==> src/rtl/ssb_sync_tracker.sv <==
// SSB timing controller between the per-N_id_2 PSS peak detectors and the FFT stage.
// Latches the winning channel, gates FFT input over each SSB data symbol and tracks the burst period.
//
// state  | meaning
// SEARCH | unlocked, waiting for a peak on any channel
// ALIGN  | skipping the remainder of the PSS cyclic prefix
// DEMOD  | gating the data portion of symbols 1..NUM_SYMBOLS-1
// TRACK  | waiting for the next peak inside the period window
module ssb_sync_tracker #(
  parameter int N_CH            = 3,
  parameter int SCORE_DW        = 32,
  parameter int FFT_LEN         = 256,
  parameter int CP_LEN          = 18,
  parameter int DETECTION_DELAY = 15,
  parameter int NUM_SYMBOLS     = 4,
  parameter int PERIOD_LEN      = 4800,
  parameter int TRACK_WIN       = 8,
  parameter int MAX_MISSES      = 3
) (
  input  logic                     clk_i,
  input  logic                     reset_i,
  input  logic                     s_axis_in_tvalid,
  input  logic [N_CH-1:0]          peak_detected_i,
  input  logic [N_CH*SCORE_DW-1:0] peak_score_i,
  output logic                     fft_enable_o,
  output logic                     symbol_start_o,
  output logic [1:0]               symbol_idx_o,
  output logic [1:0]               N_id_2_o,
  output logic                     locked_o,
  output logic [1:0]               state_debug_o
);

  localparam logic [1:0] SEARCH = 2'd0;
  localparam logic [1:0] ALIGN  = 2'd1;
  localparam logic [1:0] DEMOD  = 2'd2;
  localparam logic [1:0] TRACK  = 2'd3;

  localparam int WAIT   = CP_LEN - DETECTION_DELAY;
  localparam int PCNT_W = $clog2(PERIOD_LEN + TRACK_WIN + 2);
  localparam int SYM_W  = $clog2(FFT_LEN + CP_LEN + 1);
  localparam int WAIT_W = (WAIT > 1) ? $clog2(WAIT) : 1;
  localparam int MISS_W = $clog2(MAX_MISSES + 1);

  localparam logic [PCNT_W-1:0] WIN_LO    = PCNT_W'(PERIOD_LEN - TRACK_WIN);
  localparam logic [PCNT_W-1:0] WIN_HI    = PCNT_W'(PERIOD_LEN + TRACK_WIN);
  localparam logic [PCNT_W-1:0] PCNT_MAX  = PCNT_W'(PERIOD_LEN + TRACK_WIN + 1);
  localparam logic [PCNT_W-1:0] FLY_CNT   = PCNT_W'(TRACK_WIN + 1);
  localparam logic [PCNT_W-1:0] PCNT_ONE  = PCNT_W'(1);
  localparam logic [SYM_W-1:0]  DATA_TC   = SYM_W'(FFT_LEN - 1);
  localparam logic [SYM_W-1:0]  CP_TC     = SYM_W'((CP_LEN > 0) ? CP_LEN - 1 : 0);
  localparam logic [SYM_W-1:0]  SYM_ONE   = SYM_W'(1);
  localparam logic [WAIT_W-1:0] WAIT_LOAD = WAIT_W'((WAIT > 0) ? WAIT - 1 : 0);
  localparam logic [WAIT_W-1:0] WAIT_ONE  = WAIT_W'(1);
  localparam logic [MISS_W-1:0] MISS_LAST = MISS_W'(MAX_MISSES - 1);
  localparam logic [MISS_W-1:0] MISS_ONE  = MISS_W'(1);
  localparam logic [1:0]        LAST_SYM  = 2'(NUM_SYMBOLS - 1);
  localparam logic [1:0]        ARM_STATE = (WAIT == 0) ? DEMOD : ALIGN;

  logic [1:0]          state, state_nxt;
  logic [PCNT_W-1:0]   period_cnt;
  logic [SYM_W-1:0]    sym_cnt;
  logic [WAIT_W-1:0]   wait_cnt;
  logic [MISS_W-1:0]   miss_cnt;

  logic                pick_valid;
  logic [1:0]          pick_idx;
  logic [SCORE_DW-1:0] pick_score;
  logic                own_peak;
  logic                in_window;
  logic                accept, miss, lose, arm;
  logic                align_done, sym_tc, data_end, first_sym, begin_sym;

  // Strict greater-than while scanning upward keeps ties on the lowest index.
  always_comb begin
    pick_valid = 1'b0;
    pick_idx   = 2'd0;
    pick_score = '0;
    own_peak   = 1'b0;
    for (int k = 0; k < N_CH; k++) begin
      if (peak_detected_i[k] &&
          (!pick_valid || (peak_score_i[k*SCORE_DW +: SCORE_DW] > pick_score))) begin
        pick_valid = 1'b1;
        pick_idx   = 2'(k);
        pick_score = peak_score_i[k*SCORE_DW +: SCORE_DW];
      end
      if (peak_detected_i[k] && (N_id_2_o == 2'(k))) begin
        own_peak = 1'b1;
      end
    end
  end

  assign in_window  = (period_cnt >= WIN_LO) && (period_cnt <= WIN_HI);
  assign accept     = ((state == SEARCH) && pick_valid) ||
                      ((state == TRACK) && own_peak && in_window);
  assign miss       = (state == TRACK) && !accept && (period_cnt == PCNT_MAX);
  assign lose       = miss && (miss_cnt == MISS_LAST);
  assign arm        = accept || (miss && !lose);

  assign align_done = (state == ALIGN) && s_axis_in_tvalid && (wait_cnt == '0);
  assign sym_tc     = (state == DEMOD) && s_axis_in_tvalid && (sym_cnt == '0);
  assign data_end   = sym_tc && fft_enable_o;
  assign first_sym  = align_done || (arm && (WAIT == 0));
  // With no cyclic prefix the next symbol follows its predecessor's data directly.
  assign begin_sym  = first_sym || (sym_tc && !fft_enable_o) ||
                      (data_end && (CP_LEN == 0) && (symbol_idx_o != LAST_SYM));

  always_comb begin
    state_nxt = state;
    case (state)
      SEARCH: if (arm) state_nxt = ARM_STATE;
      ALIGN:  if (align_done) state_nxt = DEMOD;
      DEMOD:  if (data_end && (symbol_idx_o == LAST_SYM)) state_nxt = TRACK;
      TRACK: begin
        if (lose)     state_nxt = SEARCH;
        else if (arm) state_nxt = ARM_STATE;
      end
      default: state_nxt = SEARCH;
    endcase
  end

  always_ff @(posedge clk_i) begin
    if (reset_i) begin
      state          <= SEARCH;
      period_cnt     <= '0;
      sym_cnt        <= '0;
      wait_cnt       <= '0;
      miss_cnt       <= '0;
      fft_enable_o   <= 1'b0;
      symbol_start_o <= 1'b0;
      symbol_idx_o   <= 2'd0;
      N_id_2_o       <= 2'd0;
      locked_o       <= 1'b0;
    end else begin
      state          <= state_nxt;
      symbol_start_o <= begin_sym;

      if ((state == SEARCH) && pick_valid) begin
        N_id_2_o <= pick_idx;
      end

      if (accept) begin
        locked_o <= 1'b1;
        miss_cnt <= '0;
      end else if (miss) begin
        miss_cnt <= miss_cnt + MISS_ONE;
        if (lose) locked_o <= 1'b0;
      end

      // A flywheel restarts the count as if the peak had arrived at PERIOD_LEN.
      if (accept) begin
        period_cnt <= '0;
      end else if (miss) begin
        period_cnt <= FLY_CNT;
      end else if ((state != SEARCH) && s_axis_in_tvalid && (period_cnt != PCNT_MAX)) begin
        period_cnt <= period_cnt + PCNT_ONE;
      end

      if (arm) begin
        wait_cnt <= WAIT_LOAD;
      end else if ((state == ALIGN) && s_axis_in_tvalid && (wait_cnt != '0)) begin
        wait_cnt <= wait_cnt - WAIT_ONE;
      end

      if (begin_sym) begin
        fft_enable_o <= 1'b1;
        sym_cnt      <= DATA_TC;
        symbol_idx_o <= first_sym ? 2'd1 : symbol_idx_o + 2'd1;
      end else if (data_end) begin
        fft_enable_o <= 1'b0;
        sym_cnt      <= CP_TC;
      end else if ((state == DEMOD) && s_axis_in_tvalid && (sym_cnt != '0)) begin
        sym_cnt <= sym_cnt - SYM_ONE;
      end
    end
  end

  assign state_debug_o = state;

endmodule
==> config.mk <==
export PLATFORM = sky130hd
export DESIGN_NAME = ssb_sync_tracker
export DESIGN_NICKNAME = d
export VERILOG_FILES = /design/src/rtl/ssb_sync_tracker.sv
export SDC_FILE = /design/constraint.sdc
export NUM_CORES = 1
export LEC_CHECK = 0
export BUFFER_PORTS_ARGS = -buffer_cell sky130_fd_sc_hd__buf_4
export CORE_MARGIN = 2
export CORE_UTILIZATION = 40
export DETAILED_ROUTE_END_ITERATION = 12
export PLACE_DENSITY = 0.63
export SLEW_MARGIN = 20
export SYNTH_ARGS = -nofsm -noshare
export SYNTH_HDL_FRONTEND = slang
export SYNTH_SLANG_ARGS = --single-unit
==> constraint.sdc <==
create_clock -name clk_i -period 5.7 [get_ports clk_i]
set_input_delay 0.855 -clock clk_i [delete_from_list [all_inputs] [get_ports clk_i]]
set_output_delay 0.855 -clock clk_i [all_outputs]
set_load 0.01 [all_outputs]
Word-level counts from Yosys, hierarchy flattened
Index checks and enable logic that the tools add are counted.

Multipliers: 0. Divide/modulo/power cells: 0. Order comparisons: 4. Eq/ne operators: 11. Bitwise logic cells: 0. Add/sub/neg operators: 5. Shifts and indexed selects: 0. Muxes and demuxes: 28. Reduce and logical (&&, ||, !) cells: 53.

Operator list (number): 32-bit greater-than comparator (2); 32-bit 2-to-1 mux (2); 1-bit logical AND (24); 8-bit 2-to-1 mux (3); 2-bit 2-to-1 mux (8); 2-bit nonzero test (7); 13-bit by 1-bit adder with 13-bit output (second input constant) (1); 13-bit == test (second input constant) (1); 13-bit >= comparator (second input constant) (1); 13-bit less-or-equal comparator (second input constant) (1); 13-bit != test (second input constant) (1); 1-bit 2-to-1 mux (12); 2-bit == test (second input constant) (5); 9-bit zero test (1); 9-bit nonzero test (1); 9-bit by 1-bit subtractor with 9-bit output (second input constant) (1); 4-bit 2-to-1 mux (2); 2-bit case mux with 4 select lines (1); 2-bit zero test (3); 3-bit OR reduction (2); 1-bit zero test (5); 1-bit logical OR (5); 2-bit by 1-bit adder with 2-bit output (second input constant) (2); 2-bit by 1-bit == test with 1-bit output (second input constant) (2); other kinds (6) (8).

Word-level logic and storage cells: 114. ROM bits: 0. Bits of input ports: 102. Memories kept: 0. Bits in latches: 0. Output and inout bits: 9. Memory bits (writable): 0. Register bits after elaboration: 35.

Logic depth before layout (Yosys ltp)
Gate-level depths: netlist of run 1.

Depth after elaboration: 21. Depth in mapped cells: 18. Depth with buffers taken out: 15.

Worst setup path before layout of run 1
OpenSTA, ideal clock, no wires.

Path type: input-to-reg. Start point: in peak_detected_i[0]. End point: reg N_id_2_o[0]. Path buffers: 3. Data arrival time: 5.253 ns. Library setup time: 0.067 ns. Required time: 5.633 ns. Setup slack: 0.380 ns. Cell stages on the path: 18. Cell sequence: buf_2 -> buf_1 -> nand2_1 -> ha_1 -> a21o_1 -> nand3_1 -> a21oi_1 -> or4b_1 -> a41oi_2 -> buf_6 -> mux2_4 -> ha_1 -> nand4_2 -> or4_1 -> o31ai_1 -> a21oi_1 -> or4_4 -> o21ai_2.

Longest elaborated chain between the ends: 10. Elaborated cells between the ends (all ways): 16. Those cells by class: 2 x order compare; 7 x mux; 7 x reduce/logical.

Ends and longest elaborated chain: start: declaration (line 23) `input logic [N_CH-1:0] peak_detected_i,`; 32-bit 2-to-1 mux or 1-bit 2-to-1 mux (tied branches) (line 80) `if (peak_detected_i[k] &&`; 32-bit greater-than comparator or 1-bit zero test (tied branches) (line 81) `(!pick_valid || (peak_score_i[k*SCORE_DW +: SCORE_DW] > pick_score))) begin`; 1-bit logical OR (line 81); 1-bit logical AND (line 80); 32-bit 2-to-1 mux or 1-bit 2-to-1 mux (tied branches) (line 80); 32-bit greater-than comparator or 1-bit zero test (tied branches) (line 81); 1-bit logical OR (line 81); 1-bit logical AND (line 80); 1-bit 2-to-1 mux (line 80); 1-bit logical AND (line 137) `if ((state == SEARCH) && pick_valid) begin`; end signal: assignment (line 138) `N_id_2_o <= pick_idx;`; end: declaration (line 28) `output logic [1:0] N_id_2_o,`.

Parallel ways exist; a longest one is shown, timed or not. A chain may end at the register's enable or synchronous reset.

Worst setup path in the final report of run 1
Ends and elaborated chain as after synthesis.

==> run_summary.xml, run 1 <==
<?xml version="1.0" encoding="UTF-8"?>
<metrics>
  <group name="worst_setup_path">
    <metric name="worstSetupEndpointType" unit="">flop</metric>
    <metric name="critical-path-max-stage-delay" unit="ps">550</metric>
    <metric name="rr_startpoint" unit="">sym_cnt[0]</metric>
    <metric name="critPathRequiredTime" unit="ps">5930</metric>
    <metric name="timing.critical_path.to" unit="">N_id_2_o[0]</metric>
    <metric name="cp_slowest_cell" unit="">sky130_fd_sc_hd__or4_1</metric>
    <metric name="rrSetupSlack" unit="ps">3310</metric>
    <metric name="crit_chain" unit="">buf_4, nand2_1, ha_1, nand4_1, nor3_1, a21boi_1, or4b_1, a41oi_4, buf_12, mux2_4, ha_1, nand4_1, or4_1, o31ai_1, a21oi_1, or4_4, o21ai_2</metric>
    <metric name="critical_path_type" unit="">input port to flop</metric>
    <metric name="timing.rr.end" unit="">sym_cnt[1]</metric>
    <metric name="critical_path_arrival" unit="ps">5480</metric>
    <metric name="worstPathMaxFanout" unit="">37</metric>
    <metric name="reg2regPathDepth" unit="">8</metric>
    <metric name="timing.critical_path.from_type" unit="">input port</metric>
    <metric name="startpoint" unit="">peak_detected_i[0]</metric>
  </group>
  <group name="layout">
    <metric name="syn_to_final_growth" unit="%">26.3</metric>
    <metric name="fill_cells" unit="">974</metric>
    <metric name="layout-drive-gt1-share" unit="%">26.8</metric>
    <metric name="antennaDiodeCount" unit="">0</metric>
    <metric name="ff_latch_area" unit="µm²">701</metric>
    <metric name="layout.cell_area.non_filler" unit="µm²">5070</metric>
    <metric name="multi_input_comb_area" unit="µm²">3070</metric>
    <metric name="nNetsFinal" unit="">780</metric>
  </group>
  <group name="place">
    <metric name="gp_congestion" unit="">0.822</metric>
    <metric name="portBuffers" unit="">110</metric>
    <metric name="dpl.hpwl" unit="mm">8.60</metric>
    <metric name="dpl-instance-area" unit="µm²">4990</metric>
  </group>
  <group name="grt">
    <metric name="track_usage" unit="%">19.3</metric>
    <metric name="vias_in_the_first_global_route" unit="">4029</metric>
    <metric name="number_of_antenna_violations_at_the_first_check_in_global_routing" unit="">0</metric>
    <metric name="global_route_wire_length_before_repair" unit="mm">17.7</metric>
    <metric name="grt.overflow.total" unit="">0</metric>
    <metric name="maximum_number_of_pins_on_one_net_before_global_route_repair" unit="">38</metric>
  </group>
  <group name="synthesis">
    <metric name="number_of_synthesized_flops_with_an_enable_pin" unit="">0</metric>
    <metric name="ys_seq_elements" unit="">35</metric>
    <metric name="post_synth_most_frequent_cells" unit="">71 x sky130_fd_sc_hd__ha_1, 63 x sky130_fd_sc_hd__nand2_1, 46 x sky130_fd_sc_hd__inv_1, 41 x sky130_fd_sc_hd__a21oi_1, 35 x sky130_fd_sc_hd__dfxtp_1</metric>
    <metric name="synth.cell_area" unit="µm²">4010</metric>
    <metric name="postSynthAreaPerCell" unit="µm²">8.04</metric>
    <metric name="mappedNetlistNets" unit="">672</metric>
    <metric name="register_area_share_after_synthesis" unit="%">17.5</metric>
    <metric name="synthDistinctLibCells" unit="">57</metric>
    <metric name="synth_flop_cell" unit="">sky130_fd_sc_hd__dfxtp_1</metric>
    <metric name="synth_area_leaders" unit="">sky130_fd_sc_hd__ha_1 22%, sky130_fd_sc_hd__dfxtp_1 17%, sky130_fd_sc_hd__mux2_4 11%</metric>
    <metric name="async_flop_share" unit="%">0</metric>
    <metric name="syn_inst" unit="">499</metric>
    <metric name="post-synth-top-count-cell" unit="">sky130_fd_sc_hd__ha_1</metric>
    <metric name="synth_area_leader_cell" unit="">sky130_fd_sc_hd__ha_1</metric>
    <metric name="yosysTopAreaCellShare" unit="%">22.1</metric>
    <metric name="ys_warn_count" unit="">0</metric>
  </group>
  <group name="clock_network">
    <metric name="clk_latency" unit="ps">290</metric>
    <metric name="ctsRootBufferMaster" unit="">sky130_fd_sc_hd__clkbuf_8</metric>
    <metric name="cts_tree" unit="">done</metric>
    <metric name="h_tree_level_count" unit="">2</metric>
    <metric name="ctsResizeCount" unit="">0</metric>
    <metric name="cts_inserted_buffers" unit="">5</metric>
    <metric name="cts_sinks" unit="">35</metric>
    <metric name="quantity_of_hold_fixing_buffers_added_after_cts" unit="">0</metric>
    <metric name="cts_setup_buffers" unit="">0</metric>
    <metric name="cts.reportedPaths.clkPinSlew" unit="ps">70</metric>
    <metric name="buffers_from_clock_root_to_sink_at_most" unit="">2</metric>
  </group>
  <group name="floorplanning">
    <metric name="die_h" unit="µm">104</metric>
    <metric name="floorplan.initialDensity" unit="%">41.1</metric>
    <metric name="floorplan.rows" unit="">36</metric>
    <metric name="coreArea" unit="µm²">9770</metric>
    <metric name="die_area" unit="µm²">10900</metric>
    <metric name="pin_count" unit="">111</metric>
    <metric name="die_width" unit="µm">104</metric>
  </group>
  <group name="timing">
    <metric name="setup_repair_after_global_routing_missed_its_margin" unit="">false</metric>
    <metric name="timing.fmax" unit="MHz">190</metric>
    <metric name="worst_pin_slew" unit="ps">561</metric>
    <metric name="maxSlewViolCount" unit="">0</metric>
    <metric name="timing.final.hold_violations" unit="">0</metric>
    <metric name="final.period_utilization" unit="%">92.1</metric>
    <metric name="number_of_endpoints_failing_setup_at_the_final_stage" unit="">0</metric>
    <metric name="fin_worst_skew" unit="ps">8.41</metric>
    <metric name="post-route-min-period" unit="ps">5250</metric>
    <metric name="maxSlewHeadroom" unit="%">62.6</metric>
    <metric name="setup_tns" unit="ps">0</metric>
  </group>
  <group name="detailed_routing">
    <metric name="detailedRoute.firstIterationViolations" unit="">117</metric>
    <metric name="wl_per_cell" unit="µm">13.7</metric>
    <metric name="detailed_router_iteration_count_before_antenna_repair" unit="">4</metric>
    <metric name="wl" unit="mm">10.1</metric>
    <metric name="drt-vias-per-instance" unit="">5.21</metric>
    <metric name="vias" unit="">3861</metric>
    <metric name="detail-route-antenna-nets" unit="">0</metric>
    <metric name="drc" unit="">0</metric>
  </group>
  <group name="worst_hold_path">
    <metric name="hold_path.class" unit="">flop to flop</metric>
  </group>
  <group name="power">
    <metric name="power_density" unit="nW/µm²">158</metric>
    <metric name="total_leakage_power" unit="nW">2.39</metric>
    <metric name="vdd_ir_drop_max" unit="mV">0.0894</metric>
  </group>
  <group name="run_status">
    <metric name="outcome" unit="">completed</metric>
  </group>
  <group name="run">
    <metric name="maxCapViolCount" unit="">0</metric>
  </group>
</metrics>
==> cells in the final DEF (no fill, tap or decap), types with 2 or more instances in the layout <==
cell type                   netlist  routed
sky130_fd_sc_hd__a21boi_0         2       2
sky130_fd_sc_hd__a211oi_1         3       3
sky130_fd_sc_hd__nor4_2           2       2
sky130_fd_sc_hd__clkbuf_1         7       2
sky130_fd_sc_hd__a221oi_1         2       2
sky130_fd_sc_hd__a21oi_1         41      41
sky130_fd_sc_hd__o211ai_1         2       2
sky130_fd_sc_hd__or4_1            4       4
sky130_fd_sc_hd__and3_1           4       4
sky130_fd_sc_hd__nand2b_1         8       8
sky130_fd_sc_hd__nand4_1         16      16
sky130_fd_sc_hd__nand3b_1         3       3
sky130_fd_sc_hd__or4_4            2       2
sky130_fd_sc_hd__clkbuf_8         0       5
sky130_fd_sc_hd__nor2_1          34      34
sky130_fd_sc_hd__a21o_1           4       4
sky130_fd_sc_hd__and4_1           3       3
sky130_fd_sc_hd__nor2b_1          4       4
sky130_fd_sc_hd__a22oi_1          2       2
sky130_fd_sc_hd__nor4_1           3       3
sky130_fd_sc_hd__a21boi_1         2       2
sky130_fd_sc_hd__mux2i_1          2       2
sky130_fd_sc_hd__xnor2_1         11      11
sky130_fd_sc_hd__nand2_1         63      63
sky130_fd_sc_hd__o21ai_0         18      18
sky130_fd_sc_hd__nor3_1          11      11
sky130_fd_sc_hd__nand3_1         17      17
sky130_fd_sc_hd__xor2_1           7       7
sky130_fd_sc_hd__and2_1           3       3
sky130_fd_sc_hd__mux2_4          29      29
sky130_fd_sc_hd__inv_1           46      46
sky130_fd_sc_hd__dfxtp_1         35      35
sky130_fd_sc_hd__a31oi_1          7       7
sky130_fd_sc_hd__ha_1            71      71
sky130_fd_sc_hd__buf_4            0     114
sky130_fd_sc_hd__a2111oi_0        2       2
sky130_fd_sc_hd__mux2_2           3       3
==> registers in the layout, indices dropped and copies added (netlist names), 2 cells and up <==
signal and cells:
miss_cnt 2, period_cnt 13, sym_cnt 9, symbol_idx_o 2, wait_cnt 2, state_debug_o 2
N_id_2_o 2
==> area by class of cell <==
cell class                 instances  share of cell area, %
inverter                          46                   3.40
tap                              133                   3.28
multi-input combinational        404                   60.6
clock buffer                       7                   1.51
clock inverter                     1                 0.0987
sequential                        35                   13.8
timing repair buffer             115                   17.3
==> power by group <==
group / switching (mW) / total [mW] / leakage (nW) / internal, mW
Clock: 0.0867 / 0.172 / 0.0422 / 0.0857
Combinational: 0.171 / 0.353 / 2.07 / 0.182
Sequential: 0.0175 / 0.278 / 0.285 / 0.260
Total: 0.275 / 0.803 / 2.39 / 0.528
==> critical path: cells and delay by family <==
family | cells | cell delay (ps)
simple gates | 7 | 2200
compound gates | 5 | 870
fa+ha+maj | 2 | 660
buf+inv | 2 | 540
mux | 1 | 310
==> metrics by stage <==
stage / utilization, % / instances / total power [mW] / hold WS [ps] / setup WS (ps)
final: 51.9 / 741 / 0.803 / 460 / 448
after CTS: 51.9 / 741 / 0.810 / 461 / 442
after global routing: 51.9 / 741 / 0.869 / 489 / 163
after global placement: 51.0 / 733 / 0.626 / 447 / 249
after floorplan: - / 499 / 0.507 / 455 / 380
after detailed placement: 51.0 / 733 / 0.636 / 451 / 143
==> worst min path at each step <==
| stage | from | endpoint | slack (ps) | cells after the start |
|---|---|---|---|---|
| final | locked_o | locked_o | 460 | 2 |
| after CTS | locked_o | locked_o | 460 | 2 |
| after floorplan | sym_cnt[1] | sym_cnt[1] | 450 | 2 |
| after global routing | locked_o | locked_o | 490 | 2 |
| after global placement | locked_o | locked_o | 450 | 2 |
| after detailed placement | locked_o | locked_o | 450 | 2 |
==> per-layer routing <==
| metal | up-vias | track usage [%] | wire, µm |
|---|---|---|---|
| met4 | 0 | 3.86 | 89 |
| met3 | 7 | 2.44 | 387 |
| met2 | 89 | 35.7 | 5000 |
| met5 | - | 0 | 0 |
| li1 | 2013 | - | - |
| met1 | 1752 | 24.0 | 4640 |
==> cell families after synthesis <==
family                   synth area share, %
AND/OR/NAND/NOR                         23.3
AO/OA/AOI/OAI                           14.8
adder cells (fa/ha/maj)                 22.1
buffers and inverters                   6.23
flip-flops                              17.5
multiplexers                            12.2
XOR/XNOR                                3.93
(Power assumes the default switching activity.)
==> run 2, diff against run 1 <==
- REMOVE_ABC_BUFFERS: default -> 1
==> run_summary.xml, run 2 (synthesized netlist as in run 1, its figures left out) <==
<?xml version="1.0" encoding="UTF-8"?>
<metrics>
  <group name="place">
    <metric name="gp_congestion" unit="">0.862</metric>
    <metric name="dpl.hpwl" unit="mm">8.43</metric>
    <metric name="portBuffers" unit="">110</metric>
    <metric name="placed_cells_incl_taps" unit="">732</metric>
  </group>
  <group name="timing">
    <metric name="number_of_endpoints_failing_setup_at_the_final_stage" unit="">0</metric>
    <metric name="finalHoldWorstSlack" unit="ps">463</metric>
    <metric name="maxSlewHeadroom" unit="%">66.3</metric>
    <metric name="worst_pin_slew" unit="ps">502</metric>
    <metric name="fin_worst_skew" unit="ps">6.01</metric>
    <metric name="maxSlewViolCount" unit="">0</metric>
    <metric name="timing.fmax" unit="MHz">190</metric>
    <metric name="post-route-min-period" unit="ps">5270</metric>
    <metric name="setup_repair_after_global_routing_missed_its_margin" unit="">false</metric>
    <metric name="final.period_utilization" unit="%">92.4</metric>
    <metric name="setup_tns" unit="ps">0</metric>
    <metric name="timing.final.hold_violations" unit="">0</metric>
  </group>
  <group name="detailed_routing">
    <metric name="drt-vias-per-instance" unit="">5.15</metric>
    <metric name="drc" unit="">0</metric>
    <metric name="detail-route-antenna-nets" unit="">0</metric>
    <metric name="detailed_router_iteration_count_before_antenna_repair" unit="">4</metric>
    <metric name="vias" unit="">3811</metric>
    <metric name="wl" unit="mm">9.81</metric>
    <metric name="detailedRoute.firstIterationViolations" unit="">89</metric>
    <metric name="wl_per_cell" unit="µm">13.3</metric>
  </group>
  <group name="clock_network">
    <metric name="cts_inserted_buffers" unit="">5</metric>
    <metric name="ctsRootBufferMaster" unit="">sky130_fd_sc_hd__clkbuf_8</metric>
    <metric name="cts_tree" unit="">done</metric>
    <metric name="cts_sinks" unit="">35</metric>
    <metric name="ctsResizeCount" unit="">0</metric>
    <metric name="buffers_from_clock_root_to_sink_at_most" unit="">2</metric>
    <metric name="cts_setup_buffers" unit="">0</metric>
    <metric name="quantity_of_hold_fixing_buffers_added_after_cts" unit="">0</metric>
    <metric name="h_tree_level_count" unit="">2</metric>
    <metric name="cts.reportedPaths.clkPinSlew" unit="ps">70</metric>
    <metric name="clk_latency" unit="ps">280</metric>
  </group>
  <group name="layout">
    <metric name="stdcell_count" unit="">740</metric>
    <metric name="flip_flop_count_of_the_largest_register_after_layout" unit="">13</metric>
    <metric name="most_frequent_cells_in_the_layout" unit="">113 x sky130_fd_sc_hd__buf_4, 71 x sky130_fd_sc_hd__ha_1, 63 x sky130_fd_sc_hd__nand2_1</metric>
    <metric name="regMostFlops" unit="">period_cnt</metric>
    <metric name="commonest_non_fill_non_tap_cell_in_the_layout" unit="">sky130_fd_sc_hd__buf_4</metric>
    <metric name="postLayoutCoreUtil" unit="%">51.8</metric>
    <metric name="syn_to_final_growth" unit="%">26.2</metric>
    <metric name="fill_cells" unit="">969</metric>
    <metric name="nNetsFinal" unit="">779</metric>
    <metric name="largest_registers" unit="">period_cnt (13), sym_cnt (9)</metric>
    <metric name="antennaDiodeCount" unit="">0</metric>
    <metric name="layout-drive-gt1-share" unit="%">26.7</metric>
  </group>
  <group name="power">
    <metric name="cell_internal_pwr" unit="mW">0.527</metric>
    <metric name="switching_share" unit="%">34.0</metric>
    <metric name="post-layout-total-power" unit="mW">0.798</metric>
    <metric name="flop_pwr_share" unit="%">34.7</metric>
    <metric name="power_density" unit="nW/µm²">158</metric>
    <metric name="combinational_share_of_power" unit="%">43.9</metric>
    <metric name="vdd_ir_drop_max" unit="mV">0.0794</metric>
    <metric name="power.share.clock" unit="%">21.4</metric>
    <metric name="power.switching" unit="mW">0.271</metric>
    <metric name="total_leakage_power" unit="nW">2.39</metric>
  </group>
  <group name="worst_setup_path">
    <metric name="critical_path_type" unit="">input port to flop</metric>
    <metric name="rrSetupSlack" unit="ps">3390</metric>
    <metric name="critPathRequiredTime" unit="ps">5920</metric>
    <metric name="worstPathMaxFanout" unit="">37</metric>
    <metric name="worstSetupEndpointType" unit="">flop</metric>
    <metric name="timing.rr.end" unit="">sym_cnt[1]</metric>
    <metric name="crit_chain" unit="">buf_4, nand2_1, ha_1, nand4_1, nor3_1, a21boi_1, or4b_1, a41oi_4, buf_4, mux2_4, ha_1, nand4_2, or4_1, o31ai_1, a21oi_1, or4_4, o21ai_2</metric>
    <metric name="startpoint" unit="">peak_detected_i[0]</metric>
    <metric name="reg2regPathDepth" unit="">8</metric>
    <metric name="cp_slowest_cell" unit="">sky130_fd_sc_hd__or4_1</metric>
    <metric name="timing.critical_path.from_type" unit="">input port</metric>
    <metric name="critical-path-max-stage-delay" unit="ps">550</metric>
    <metric name="timing.critical_path.to" unit="">N_id_2_o[0]</metric>
    <metric name="rr_startpoint" unit="">sym_cnt[0]</metric>
    <metric name="critical_path_arrival" unit="ps">5480</metric>
  </group>
  <group name="grt">
    <metric name="grt.overflow.total" unit="">0</metric>
    <metric name="global_route_wire_length_before_repair" unit="mm">17.3</metric>
    <metric name="vias_in_the_first_global_route" unit="">3893</metric>
    <metric name="maximum_number_of_pins_on_one_net_before_global_route_repair" unit="">38</metric>
    <metric name="number_of_antenna_violations_at_the_first_check_in_global_routing" unit="">0</metric>
    <metric name="track_usage" unit="%">18.7</metric>
  </group>
  <group name="floorplanning">
    <metric name="floorplan.rows" unit="">36</metric>
    <metric name="coreArea" unit="µm²">9770</metric>
    <metric name="pin_count" unit="">111</metric>
    <metric name="die_h" unit="µm">104</metric>
    <metric name="floorplan.initialDensity" unit="%">41.1</metric>
    <metric name="die_width" unit="µm">104</metric>
    <metric name="die_area" unit="µm²">10900</metric>
  </group>
  <group name="run">
    <metric name="maxCapViolCount" unit="">0</metric>
  </group>
  <group name="run_status">
    <metric name="outcome" unit="">completed</metric>
  </group>
  <group name="worst_hold_path">
    <metric name="hold_path.class" unit="">flop to flop</metric>
  </group>
</metrics>
[run 2: cell types whose count changed in the layout (fill, tap and decap cells not counted), sizes merged]
| cell | before | now |
|---|---|---|
| buf | 115 | 114 |
[run 2: worst min-delay path by stage]
| stage | slack (ps) | endpoint | cells past startpoint | startpoint |
|---|---|---|---|---|
| floorplan | 450 | sym_cnt[1] | 2 | sym_cnt[1] |
| global placement | 450 | locked_o | 2 | locked_o |
| detailed placement | 460 | locked_o | 2 | locked_o |
| CTS | 470 | locked_o | 2 | locked_o |
| global route | 500 | locked_o | 2 | locked_o |
| finish | 460 | locked_o | 2 | locked_o |
[run 2: through the flow]
| step | instance area (µm²) | setup slack, ps |
|---|---|---|
| 2_1_floorplan | 3940 | -181 |
| 3_3_place_gp | 4980 | 170 |
| 3_5_place_dp | 4980 | 115 |
| 4_1_cts | 5060 | 400 |
| 5_1_grt | 5060 | 153 |
| 6_report | 5060 | 432 |
[run 2: power groups by stage]
stage | registers (mW) | clock network, mW | logic (mW)
final | 0.277 | 0.171 | 0.350
after global routing | 0.280 | 0.187 | 0.396
after CTS | 0.277 | 0.175 | 0.353
after detailed placement | 0.282 | 0 | 0.351
after global placement | 0.282 | 0 | 0.342
after floorplan | 0.281 | 0 | 0.220
[run 2: layout make-up]
type                            count  area (µm²)  area share (%)
Tap cell                          133         166            3.29
Clock inverter                      1        5.00          0.0988
Inverter                           46         173            3.41
Clock buffer                        7        76.3            1.51
Sequential cell                    35         701            13.8
Multi-Input combinational cell    404        3070            60.7
Timing Repair Buffer              114         868            17.1
[run 2: worst max-delay path: cells and delay by family]
kind / cells / cell delay, ps
buf+inv: 2 / 600
fa+ha+maj: 2 / 670
mux: 1 / 320
simple gates: 7 / 2150
compound gates: 5 / 870
[run 2: per-layer routing]
metal  wire length [µm]  track usage (%)  vias to the layer above
met5                  0                0                        -
met3                414             3.13                       17
met1               4540             23.6                     1695
li1                   -                -                     2009
met4                185             5.31                        0
met2               4670             32.8                       90
